$ cat config.mk
export PLATFORM = sky130hd
export DESIGN_NAME = spectro_frame_rx_flat
export DESIGN_NICKNAME = d
export VERILOG_FILES = /design/src/rtl/spectro_link_pkg.sv /design/src/rtl/spectro_frame_rx_if.sv /design/src/rtl/spectro_shift_in.sv /design/src/rtl/spectro_frame_rx.sv /design/src/flat_wrapper.sv
export SDC_FILE = /design/constraint.sdc
export NUM_CORES = 1
export LEC_CHECK = 0
export BUFFER_PORTS_ARGS = -buffer_cell sky130_fd_sc_hd__clkbuf_2
export CAP_MARGIN = 5
export CORE_MARGIN = 2
export CORE_UTILIZATION = 55
export DETAILED_ROUTE_END_ITERATION = 10
export PLACE_DENSITY = 0.81
export SETUP_SLACK_MARGIN = 0.1
export SLEW_MARGIN = 20
export SYNTH_ARGS = -nofsm -noshare
export SYNTH_HDL_FRONTEND = slang
export SYNTH_SLANG_ARGS = --single-unit
$ cat constraint.sdc
create_clock -name clk -period 4 [get_ports clk]
set_input_delay 0.4 -clock clk [delete_from_list [all_inputs] [get_ports clk]]
set_output_delay 0.4 -clock clk [all_outputs]
set_load 0.02 [all_outputs]
$ cat src/rtl/spectro_link_pkg.sv
// Constants and state encoding shared by both ends of the spectrogram readout link.
package spectro_link_pkg;

   localparam int RTC_W      = 30;
   localparam int WORD_W     = 8;
   localparam int BANK_WORDS = 200;

   localparam logic RTC_SEL = 1'b0;
   localparam logic MEM_SEL = 1'b1;

   typedef enum logic [1:0] {
      ST_IDLE  = 2'd0,
      ST_RTC   = 2'd1,
      ST_DATA  = 2'd2,
      ST_CLOSE = 2'd3
   } rx_state_e;

endpackage

$ cat src/rtl/spectro_frame_rx_if.sv
// Serial readout link as seen between the readout FSM (master) and the receiver (slave).
interface spectro_frame_rx_if;

   logic rx_en;
   logic rx_bit_valid;
   logic rx_data;
   logic rx_sel;

   modport master (output rx_en, output rx_bit_valid, output rx_data, output rx_sel);
   modport slave  (input  rx_en, input  rx_bit_valid, input  rx_data, input  rx_sel);

endinterface

$ cat src/rtl/spectro_shift_in.sv
// MSB-first serial-in shift register; done flags the cycle the W-th bit is being accepted.
module spectro_shift_in #(
   parameter int W  = 8,
   parameter int CW = $clog2(W + 1)
) (
   input  logic         clk,
   input  logic         reset,
   input  logic         clr,
   input  logic         shift_en,
   input  logic         bit_in,
   output logic [W-1:0] data_nxt,
   output logic         partial,
   output logic         done
);

   logic [W-1:0]  data_q, data_d;
   logic [CW-1:0] cnt_q, cnt_d;

   always_comb begin
      data_nxt = {data_q[W-2:0], bit_in};
      done     = shift_en && (cnt_q == CW'(W - 1));
      partial  = (cnt_q != '0);
      data_d   = data_q;
      cnt_d    = cnt_q;
      if (clr) begin
         data_d = '0;
         cnt_d  = '0;
      end else if (shift_en) begin
         data_d = data_nxt;
         cnt_d  = done ? '0 : cnt_q + CW'(1);
      end
   end

   always_ff @(posedge clk or posedge reset) begin
      if (reset) begin
         data_q <= '0;
         cnt_q  <= '0;
      end else begin
         data_q <= data_d;
         cnt_q  <= cnt_d;
      end
   end

endmodule

$ cat src/rtl/spectro_frame_rx.sv
// Frame receiver: timestamp then bank words, with address/bank recovery and frame-level errors.
module spectro_frame_rx #(
   parameter int RTC_W      = spectro_link_pkg::RTC_W,
   parameter int WORD_W     = spectro_link_pkg::WORD_W,
   parameter int BANK_WORDS = spectro_link_pkg::BANK_WORDS,
   parameter int CNT_W      = 16
) (
   input  logic               clk,
   input  logic               reset,
   spectro_frame_rx_if.slave  link,
   output logic [RTC_W-1:0]   rtc_value,
   output logic               rtc_valid,
   output logic [WORD_W-1:0]  word_data,
   output logic [7:0]         word_addr,
   output logic               word_bank,
   output logic               word_valid,
   output logic               bank_done,
   output logic               frame_done,
   output logic [CNT_W-1:0]   word_count,
   output logic               err_rtc_short,
   output logic               err_partial,
   output logic               busy
);

   import spectro_link_pkg::*;

   function automatic logic [CNT_W-1:0] sat_inc(input logic [CNT_W-1:0] v);
      return (&v) ? v : v + CNT_W'(1);
   endfunction

   rx_state_e         state_q, state_d;
   logic [RTC_W-1:0]  rtc_value_q, rtc_value_d;
   logic [WORD_W-1:0] word_data_q, word_data_d;
   logic [7:0]        word_addr_q, word_addr_d, ptr_q, ptr_d;
   logic [CNT_W-1:0]  word_count_q, word_count_d;
   logic word_bank_q, word_bank_d, bank_q, bank_d;
   logic rtc_valid_q, rtc_valid_d, word_valid_q, word_valid_d;
   logic bank_done_q, bank_done_d, frame_done_q, frame_done_d;
   logic err_rtc_short_q, err_rtc_short_d, err_partial_q, err_partial_d;
   logic busy_q, busy_d;

   logic acc_rtc, acc_mem;
   logic rtc_shift, rtc_clr, rtc_done, rtc_part;
   logic wrd_shift, wrd_clr, wrd_done, wrd_part;
   logic [RTC_W-1:0]  rtc_nxt;
   logic [WORD_W-1:0] wrd_nxt;

   spectro_shift_in #(.W(RTC_W)) u_rtc_shift (
      .clk(clk), .reset(reset), .clr(rtc_clr), .shift_en(rtc_shift), .bit_in(link.rx_data),
      .data_nxt(rtc_nxt), .partial(rtc_part), .done(rtc_done)
   );

   spectro_shift_in #(.W(WORD_W)) u_word_shift (
      .clk(clk), .reset(reset), .clr(wrd_clr), .shift_en(wrd_shift), .bit_in(link.rx_data),
      .data_nxt(wrd_nxt), .partial(wrd_part), .done(wrd_done)
   );

   always_comb begin
      acc_rtc         = link.rx_en && link.rx_bit_valid && (link.rx_sel == RTC_SEL);
      acc_mem         = link.rx_en && link.rx_bit_valid && (link.rx_sel == MEM_SEL);
      state_d         = state_q;
      rtc_value_d     = rtc_value_q;
      word_data_d     = word_data_q;
      word_addr_d     = word_addr_q;
      word_bank_d     = word_bank_q;
      word_count_d    = word_count_q;
      ptr_d           = ptr_q;
      bank_d          = bank_q;
      rtc_valid_d     = 1'b0;
      word_valid_d    = 1'b0;
      bank_done_d     = 1'b0;
      frame_done_d    = 1'b0;
      err_rtc_short_d = 1'b0;
      err_partial_d   = 1'b0;
      rtc_shift       = 1'b0;
      rtc_clr         = 1'b0;
      wrd_shift       = 1'b0;
      wrd_clr         = 1'b0;
      case (state_q)
         ST_IDLE: begin
            if (acc_rtc) begin
               rtc_shift    = 1'b1;
               word_count_d = '0;
               state_d      = ST_RTC;
            end
         end
         ST_RTC: begin
            // A memory bit or a dropped envelope kills the timestamp; the offending bit is not kept.
            if (!link.rx_en || acc_mem) begin
               err_rtc_short_d = rtc_part;
               rtc_clr         = 1'b1;
               state_d         = ST_IDLE;
            end else if (acc_rtc) begin
               rtc_shift = 1'b1;
               if (rtc_done) begin
                  rtc_value_d = rtc_nxt;
                  rtc_valid_d = 1'b1;
                  ptr_d       = '0;
                  wrd_clr     = 1'b1;
                  state_d     = ST_DATA;
               end
            end
         end
         ST_DATA: begin
            if (!link.rx_en) begin
               state_d = ST_CLOSE;
            end else if (acc_mem) begin
               wrd_shift = 1'b1;
               if (wrd_done) begin
                  word_valid_d = 1'b1;
                  word_data_d  = wrd_nxt;
                  word_addr_d  = ptr_q;
                  word_bank_d  = bank_q;
                  word_count_d = sat_inc(word_count_q);
                  if (ptr_q == 8'(BANK_WORDS - 1)) begin
                     bank_done_d = 1'b1;
                     ptr_d       = '0;
                     bank_d      = ~bank_q;
                  end else begin
                     ptr_d = ptr_q + 8'd1;
                  end
               end
            end
         end
         default: begin
            frame_done_d  = 1'b1;
            err_partial_d = wrd_part;
            wrd_clr       = 1'b1;
            state_d       = ST_IDLE;
         end
      endcase
      busy_d = (state_d != ST_IDLE);
   end

   always_ff @(posedge clk or posedge reset) begin
      if (reset) begin
         state_q         <= ST_IDLE;
         rtc_value_q     <= '0;
         word_data_q     <= '0;
         word_addr_q     <= '0;
         word_bank_q     <= 1'b0;
         word_count_q    <= '0;
         ptr_q           <= '0;
         bank_q          <= 1'b0;
         rtc_valid_q     <= 1'b0;
         word_valid_q    <= 1'b0;
         bank_done_q     <= 1'b0;
         frame_done_q    <= 1'b0;
         err_rtc_short_q <= 1'b0;
         err_partial_q   <= 1'b0;
         busy_q          <= 1'b0;
      end else begin
         state_q         <= state_d;
         rtc_value_q     <= rtc_value_d;
         word_data_q     <= word_data_d;
         word_addr_q     <= word_addr_d;
         word_bank_q     <= word_bank_d;
         word_count_q    <= word_count_d;
         ptr_q           <= ptr_d;
         bank_q          <= bank_d;
         rtc_valid_q     <= rtc_valid_d;
         word_valid_q    <= word_valid_d;
         bank_done_q     <= bank_done_d;
         frame_done_q    <= frame_done_d;
         err_rtc_short_q <= err_rtc_short_d;
         err_partial_q   <= err_partial_d;
         busy_q          <= busy_d;
      end
   end

   assign rtc_value     = rtc_value_q;
   assign rtc_valid     = rtc_valid_q;
   assign word_data     = word_data_q;
   assign word_addr     = word_addr_q;
   assign word_bank     = word_bank_q;
   assign word_valid    = word_valid_q;
   assign bank_done     = bank_done_q;
   assign frame_done    = frame_done_q;
   assign word_count    = word_count_q;
   assign err_rtc_short = err_rtc_short_q;
   assign err_partial   = err_partial_q;
   assign busy          = busy_q;

endmodule

$ cat src/flat_wrapper.sv
// flat-port wrapper written by rule: the top's interface ports become plain ports
module spectro_frame_rx_flat import spectro_link_pkg::*;
#(
   parameter int RTC_W      = spectro_link_pkg::RTC_W,
   parameter int WORD_W     = spectro_link_pkg::WORD_W,
   parameter int BANK_WORDS = spectro_link_pkg::BANK_WORDS,
   parameter int CNT_W      = 16
)
  (clk, reset, rtc_value, rtc_valid, word_data, word_addr, word_bank, word_valid, bank_done, frame_done, word_count, err_rtc_short, err_partial, busy, link_rx_en, link_rx_bit_valid, link_rx_data, link_rx_sel);
  spectro_frame_rx_if link_i ();
  input  logic clk;
  input  logic reset;
  output logic [RTC_W-1:0] rtc_value;
  output logic rtc_valid;
  output logic [WORD_W-1:0] word_data;
  output logic [7:0] word_addr;
  output logic word_bank;
  output logic word_valid;
  output logic bank_done;
  output logic frame_done;
  output logic [CNT_W-1:0] word_count;
  output logic err_rtc_short;
  output logic err_partial;
  output logic busy;
  input wire logic [$bits(link_i.rx_en)-1:0] link_rx_en;
  input wire logic [$bits(link_i.rx_bit_valid)-1:0] link_rx_bit_valid;
  input wire logic [$bits(link_i.rx_data)-1:0] link_rx_data;
  input wire logic [$bits(link_i.rx_sel)-1:0] link_rx_sel;
  assign link_i.rx_en = link_rx_en;
  assign link_i.rx_bit_valid = link_rx_bit_valid;
  assign link_i.rx_data = link_rx_data;
  assign link_i.rx_sel = link_rx_sel;
  spectro_frame_rx #(.RTC_W(RTC_W), .WORD_W(WORD_W), .BANK_WORDS(BANK_WORDS), .CNT_W(CNT_W)) u_core (.clk(clk), .reset(reset), .link(link_i), .rtc_value(rtc_value), .rtc_valid(rtc_valid), .word_data(word_data), .word_addr(word_addr), .word_bank(word_bank), .word_valid(word_valid), .bank_done(bank_done), .frame_done(frame_done), .word_count(word_count), .err_rtc_short(err_rtc_short), .err_partial(err_partial), .busy(busy));
endmodule
==> results of run 1 <==
-- state kept, by name (all words and copies together) (netlist names), 5 cells and up --
name,flops
u_core.rtc_value,30
u_core.u_rtc_shift.data_q,29
u_core.word_count,16
u_core.ptr_q,8
u_core.word_addr,8
u_core.word_data,8
u_core.u_word_shift.data_q,7
u_core.u_rtc_shift.cnt_q,5
-- kinds of logic (layout without fill, tap and decap cells) --
kind of cell	Yosys count	count (layout)
and+or+nand+nor	312	312
DFF	126	126
AOI/OAI and AO/OA	81	81
buffers and inverters	44	127
xor gates and xnor gates	10	10
muxes	9	9
adders and majority gates	7	7
-- per-layer routing --
layer	wire, um	vias up	GRT usage, %
met5	0	-	0
met4	110	0	7.29
met3	561	10	6.32
met2	5980	120	38.6
met1	5260	2163	31.7
li1	-	2090	-
-- metrics by stage --
| stage | power [mW] | worst slack [ns] | hold slack, ns |
|---|---|---|---|
| 5_1_grt | 3.07 | 0.834 | 0.129 |
| 3_3_place_gp | 1.44 | 1.18 | 0.453 |
| 6_report | 2.97 | 1.13 | 0.0632 |
| 2_1_floorplan | 1.41 | 0.244 | 0.438 |
| 4_1_cts | 2.99 | 1.11 | 0.0880 |
| 3_5_place_dp | 1.45 | 1.14 | 0.458 |
-- synthesized netlist by cell type, types with 2 or more instances --
| cell | n | area, um^2 |
|---|---|---|
| nand2_1 | 218 | 818 |
| dfrtp_1 | 126 | 3150 |
| a21oi_1 | 43 | 215 |
| nor2_1 | 32 | 120 |
| clkbuf_1 | 20 | 75.1 |
| inv_1 | 15 | 56.3 |
| nand3_1 | 14 | 70.1 |
| o21ai_0 | 14 | 70.1 |
| mux2i_1 | 9 | 90.1 |
| nand4_1 | 9 | 56.3 |
| ha_1 | 7 | 87.6 |
| xnor2_1 | 7 | 61.3 |
| o31ai_1 | 6 | 45.0 |
| buf_2 | 5 | 25.0 |
| nor2b_1 | 5 | 31.3 |
| or3_1 | 5 | 31.3 |
| a211oi_1 | 3 | 22.5 |
| nand2b_1 | 3 | 18.8 |
| nor3_1 | 3 | 15.0 |
| or4_1 | 3 | 22.5 |
| xor2_1 | 3 | 26.3 |
| a2111oi_2 | 2 | 30.0 |
| a31oi_1 | 2 | 12.5 |
| and2_1 | 2 | 12.5 |
| and3_1 | 2 | 12.5 |
| and4_1 | 2 | 17.5 |
| buf_1 | 2 | 7.51 |
| nand3_2 | 2 | 20.0 |
| nor4_1 | 2 | 12.5 |
| o21ai_1 | 2 | 10.0 |
| or2_2 | 2 | 12.5 |
-- power breakdown --
group / total, mW / switching (mW) / internal, mW / leakage [nW]
Clock: 1.54 / 0.561 / 0.984 / 0.294
Combinational: 0.104 / 0.0747 / 0.0296 / 1.35
Sequential: 1.32 / 0.0228 / 1.30 / 1.75
Total: 2.97 / 0.659 / 2.31 / 3.40
-- critical path: stages, from the launching register on --
cell and delay (ns):
dfrtp_1 0.49, and4b_1 0.37, nand3_2 0.54, inv_1 0.79, nand3_1 0.29, o31ai_1 0.29
-- layout make-up --
class	count	area [um^2]	share of cell area, %
clock buffers	19	442	6.80
clock inverters	13	164	2.52
flip-flops and latches	126	3150	48.5
multi-input cells	419	2100	32.3
repair buffers	80	413	6.35
inverters	15	58.8	0.905
well taps	133	166	2.56
-- worst paths after layout --
| path | startpoint | to |
|---|---|---|
| max | u_core.state_q[0]$_DFF_PP0_ | u_core.ptr_q[6]$_DFFE_PP0P_ |
| max reg2reg | u_core.state_q[0]$_DFF_PP0_ | u_core.ptr_q[6]$_DFFE_PP0P_ |
| min in group clk | link_rx_data | u_core.rtc_value[0]$_DFFE_PP0P_ |
| min | reset | u_core.rtc_value[22]$_DFFE_PP0P_ |
| max in group asynchronous | reset | u_core.word_count[2]$_DFFE_PP0P_ |
| min reg2reg | u_core.bank_q$_DFFE_PP0P_ | u_core.bank_q$_DFFE_PP0P_ |
==> run summary, run 1 <==
PortBufs - 75
Post-synth top flop - dfrtp_1
CP Data Arrival Time - 3.29 ns
Synth Area in XOR/XNOR - 1.61%
Cells after DPL - 773
placed inst area - 0.00589 mm^2
Max Cap Violations - 0
Max Clock Skew - 0.00817 ns
# nets final - 672
Detail Route Antenna Nets - 0
fill cell count - 733
io pins - 76
final setup vio count - 0
max-slew violations - 0
Detailed Route WL - 11.9 mm
final cell count without fillers - 805
setup_tns - 0 ns
initial antenna violation count - 0
final period utilization - 71.8%
pin count of the biggest net entering global routing - 72
fin util - 67.1%
Slew headroom - 35.3%
Die W - 103 um
first-pass GRT wire length - 19.7 mm
RePlAce Congestion - 0.784
die area - 0.0107 mm^2
worst min-delay path class - in -> async
via count - 4383
most common cell after layout, fill and taps aside - nand2_1
wire per inst - 14.8 um
total inserted antenna cells - 0
RSZ-0062 raised after global routing - false
status - finished, final reports clean
Cell Area, Synth - 0.00543 mm^2
Yosys warning total - 0
# rows - 36
Seq/Total Area, Yosys - 58.1%
TritonCTS Sinks - 126
area grow syn2layout - 19.7%
max frequency - 348 MHz
WS Path Type - reg -> reg
Compound-Gate Fraction of Synth Area - 8.99%
final hold violations - 0
vias in the first global route - 4163
Post-CTS Hold Buffers - 0
commonest cells after routing, fill and taps aside - 218 x nand2_1, 126 x dfrtp_1, 75 x clkbuf_2
Total GRT Usage - 23.8%
Syn Nets - 602
initial core utilization - 56.0%
worst skew pair latency - 0.52 ns
main combinational cell family by area after synthesis - simple AND/OR/NAND/NOR gates
layout cell share with drive strength beyond 1 - 18.3%
VDD IR max - 0.245 mV
design area - 0.00650 mm^2
Critical Path RT - 4.42 ns
Worst R2R Path Depth - 5
drt first-iter violations - 245
register bit total from synthesis - 126
pwr/cell area - 457 mW/mm^2
Worst Setup End Kind - flop
root buffer cell - clkbuf_8
Leak - 3.40 nW
r2r setup slk - 1.13 ns
Setup Buffers After CTS - 0
CTS tree - done
Clock transition at path regs - 0.06 ns
Yosys cell types - 50
DRC errors left - 0
Post-Syn Instances - 589
mean post-synth cell area - 9.22 um^2
height of the die - 103 um
Worst Path Max Fanout - 32
Worst-Margin Slew - 0.970 ns
H-tree depth - 4
grt ovf - 0
core area - 0.00968 mm^2
fraction of registers with async set/reset - 100%
total CTS buffers - 17
first-pass detailed-route iteration total - 5
Max clock buf depth - 2
Post-synth EDFFs - 0
area share of fa/ha/maj cells after synthesis - 1.61%
Synth Area in Simple Gates - 24.8%
mux cell area share after synthesis - 1.66%
PostCTS Resize Cnt - 0
Vias per Instance - 5.44
fin crit period - 2.87 ns
Post-DP HPWL - 7.45 mm
Setup crit start kind - flop
Power figures use the tool's default switching activity.
==> inputs of run 2 (changes only) <==
--- a/config.mk
+++ b/config.mk
@@ -5,12 +5,13 @@
 export SDC_FILE = /design/constraint.sdc
 export NUM_CORES = 1
 export LEC_CHECK = 0
+export ABC_AREA = 1
 export BUFFER_PORTS_ARGS = -buffer_cell sky130_fd_sc_hd__clkbuf_2
 export CAP_MARGIN = 5
 export CORE_MARGIN = 2
-export CORE_UTILIZATION = 55
+export CORE_UTILIZATION = 52
 export DETAILED_ROUTE_END_ITERATION = 10
-export PLACE_DENSITY = 0.81
+export PLACE_DENSITY = 0.8
 export SETUP_SLACK_MARGIN = 0.1
 export SLEW_MARGIN = 20
 export SYNTH_ARGS = -nofsm -noshare
==> constraint.sdc (replaced) <==
create_clock -name clk -period 2.55 [get_ports clk]
set_input_delay 0.255 -clock clk [delete_from_list [all_inputs] [get_ports clk]]
set_output_delay 0.255 -clock clk [all_outputs]
set_load 0.02 [all_outputs]
==> run 2 against run 1 <==
Net effect: sequential share of layout area decreased by 0.33 points; setup slack lost 0.55 ns; final cell count up 3.7%; sequential power is 58% higher; power grew 53%; critical path depth rose by 3; via count is 0.16% higher; synthesized cell count increased by 2.9%; die area is 6.2% higher; clock power up 44%; largest cell class unchanged.
==> run summary, run 2 <==
dpl ws - 0.612 ns
Total GRT Usage - 21.6%
CTS tree - done
Max stage delay cell, worst path - dfrtp_1
Max clock buf depth - 2
RePlAce Congestion - 0.854
TritonCTS Sinks - 126
total inserted antenna cells - 0
Yosys cell types - 27
Worst Setup End Kind - flop
fin crit period - 1.97 ns
Yosys top cell area share - 57.7%
drt first-iter violations - 287
WP buf/inv - 1
VDD IR max - 0.505 mV
Compound-Gate Fraction of Synth Area - 12.2%
layout cell share with drive strength beyond 1 - 19.9%
Die W - 107 um
main combinational cell family by area after synthesis - simple AND/OR/NAND/NOR gates
Yosys warning total - 0
final setup vio count - 0
final cell count without fillers - 835
most common cell after layout, fill and taps aside - nand2_1
fin util - 63.7%
Cell Chain, Critical Path - inv_1 > nand2_4 > nor2_8 > nand2_4 > nand2_2 > nand3_4 > nand2_1 > o21ai_2
Leak - 3.30 nW
crit-path max cell delay - 0.39 ns
Max Clock Skew - 0.0118 ns
Post-CTS Hold Buffers - 1
PostCTS Resize Cnt - 0
Synth Area in Simple Gates - 20.7%
placed inst area - 0.00598 mm^2
first-pass GRT wire length - 19.6 mm
mean post-synth cell area - 9.02 um^2
setup_tns - 0 ns
Post-synth EDFFs - 0
PortBufs - 75
design area - 0.00654 mm^2
Worst-Margin Slew - 0.824 ns
worst min-delay path class - in -> reg
Post-synth top flop - dfrtp_1
max frequency - 508 MHz
Worst Hold Margin - 0.0793 ns
Commonest cells post-synth - 154 x nand2_1, 126 x dfrtp_1, 71 x inv_1
commonest cells after routing, fill and taps aside - 154 x nand2_1, 126 x dfrtp_1, 75 x clkbuf_2
Critical Path RT - 2.94 ns
Cells after DPL - 802
area share of fa/ha/maj cells after synthesis - 1.60%
initial core utilization - 53.2%
DRC errors left - 0
die area - 0.0113 mm^2
fraction of registers with async set/reset - 100%
mux cell area share after synthesis - 0%
WS Path Type - reg -> reg
Yosys top cell by area - dfrtp_1
Cell Area, Synth - 0.00547 mm^2
Detailed Route WL - 11.4 mm
Seq/Total Area, Yosys - 57.7%
RSZ-0062 raised after global routing - false
dominant cells by area after synthesis - dfrtp_1 58%, nand2_1 11%, o21ai_0 5.2%
fin worst setup slack - 0.581 ns
Detail Route Antenna Nets - 0
pin count of the biggest net entering global routing - 62
H-tree depth - 4
CP Data Arrival Time - 2.36 ns
Worst path most repeated cell - nand2_4
area grow syn2layout - 19.7%
Post-DP HPWL - 7.80 mm
Max Cap Violations - 0
Slew headroom - 44.9%
Synth Area in XOR/XNOR - 0.641%
worst skew pair latency - 0.52 ns
io pins - 76
Post-Syn Instances - 606
Vias per Instance - 5.26
via count - 4390
grt ovf - 0
Setup crit start kind - flop
total power - 4.55 mW
Clock transition at path regs - 0.06 ns
# nets final - 699
vias in the first global route - 4329
top-count cell post-synth - nand2_1
Worst Path Max Fanout - 33
pwr/cell area - 695 mW/mm^2
wire per inst - 13.7 um
total CTS buffers - 17
root buffer cell - clkbuf_8
final hold violations - 0
first-pass detailed-route iteration total - 4
Syn Nets - 619
core area - 0.0103 mm^2
cell class contributing the biggest share of worst-path delay - simple AND/OR/NAND/NOR gates
max FFs per register - 30
final period utilization - 77.2%
# rows - 37
register bit total from synthesis - 126
Setup Buffers After CTS - 0
status - finished, final reports clean
height of the die - 107 um
max-slew violations - 0
initial antenna violation count - 0
[run 2: changes by cell type after synthesis, sizes merged, moves of 7 or more]
cell | previous run | this run
mux2i | 9 | 0
nand2 | 218 | 158
nand3 | 16 | 38
o22ai | 0 | 29
clkbuf | 21 | 11
inv | 15 | 72
a21oi | 43 | 5
o21ai | 16 | 77
xnor2 | 7 | 0
[run 2: worst min-delay path, delay by kind of cell]
kind | cells | cell delay, ns
simple gates | 3 | 0.20
buf+inv | 1 | 0.11
[run 2: cell type report]
cell class,count,area (um^2)
clock inverter,14,121
timing repair buffer,84,470
tap,136,170
inverter,72,274
sequential,126,3150
multi-input combinational,385,1930
clock buffer,18,428
fill,866,3730
[run 2: layer usage]
metal	wire length (um)	GRT usage, %
met3	685	6.99
met2	5580	34.7
met5	0	0
met1	5030	27.9
met4	134	7.05
[run 2: report_power, final]
| group | total [mW] | switching, mW | leakage, nW | internal [mW] |
|---|---|---|---|---|
| Sequential | 2.09 | 0.0339 | 1.71 | 2.05 |
| Combinational | 0.237 | 0.165 | 1.33 | 0.0716 |
| Clock | 2.22 | 0.968 | 0.263 | 1.25 |
[run 2: logic make-up (layout without fill, tap and decap cells)]
| logic type | Yosys count | count (layout) |
|---|---|---|
| buf+inv | 95 | 188 |
| compound gates | 117 | 117 |
| fa+ha+maj | 7 | 7 |
| xor+xnor | 4 | 4 |
| flops | 126 | 126 |
| simple gates | 257 | 257 |
[run 2: worst paths after layout]
path | start | endpoint | slack, ns | cells past startpoint
min | link_rx_en | u_core.state_q[0]$_DFF_PP0_ | 0.08 | 4
max | u_core.state_q[0]$_DFF_PP0_ | u_core.word_count[14]$_DFFE_PP0P_ | 0.58 | 8
max reg2reg | u_core.state_q[0]$_DFF_PP0_ | u_core.word_count[14]$_DFFE_PP0P_ | 0.58 | 8
max in group asynchronous | reset | u_core.word_count[14]$_DFFE_PP0P_ | 1.41 | 4
min reg2reg | u_core.u_word_shift.data_q[1]$_DFFE_PP0P_ | u_core.u_word_shift.data_q[1]$_DFFE_PP0P_ | 0.48 | 2
min in group asynchronous | reset | u_core.u_rtc_shift.cnt_q[0]$_DFFE_PP0P_ | 0.43 | 3
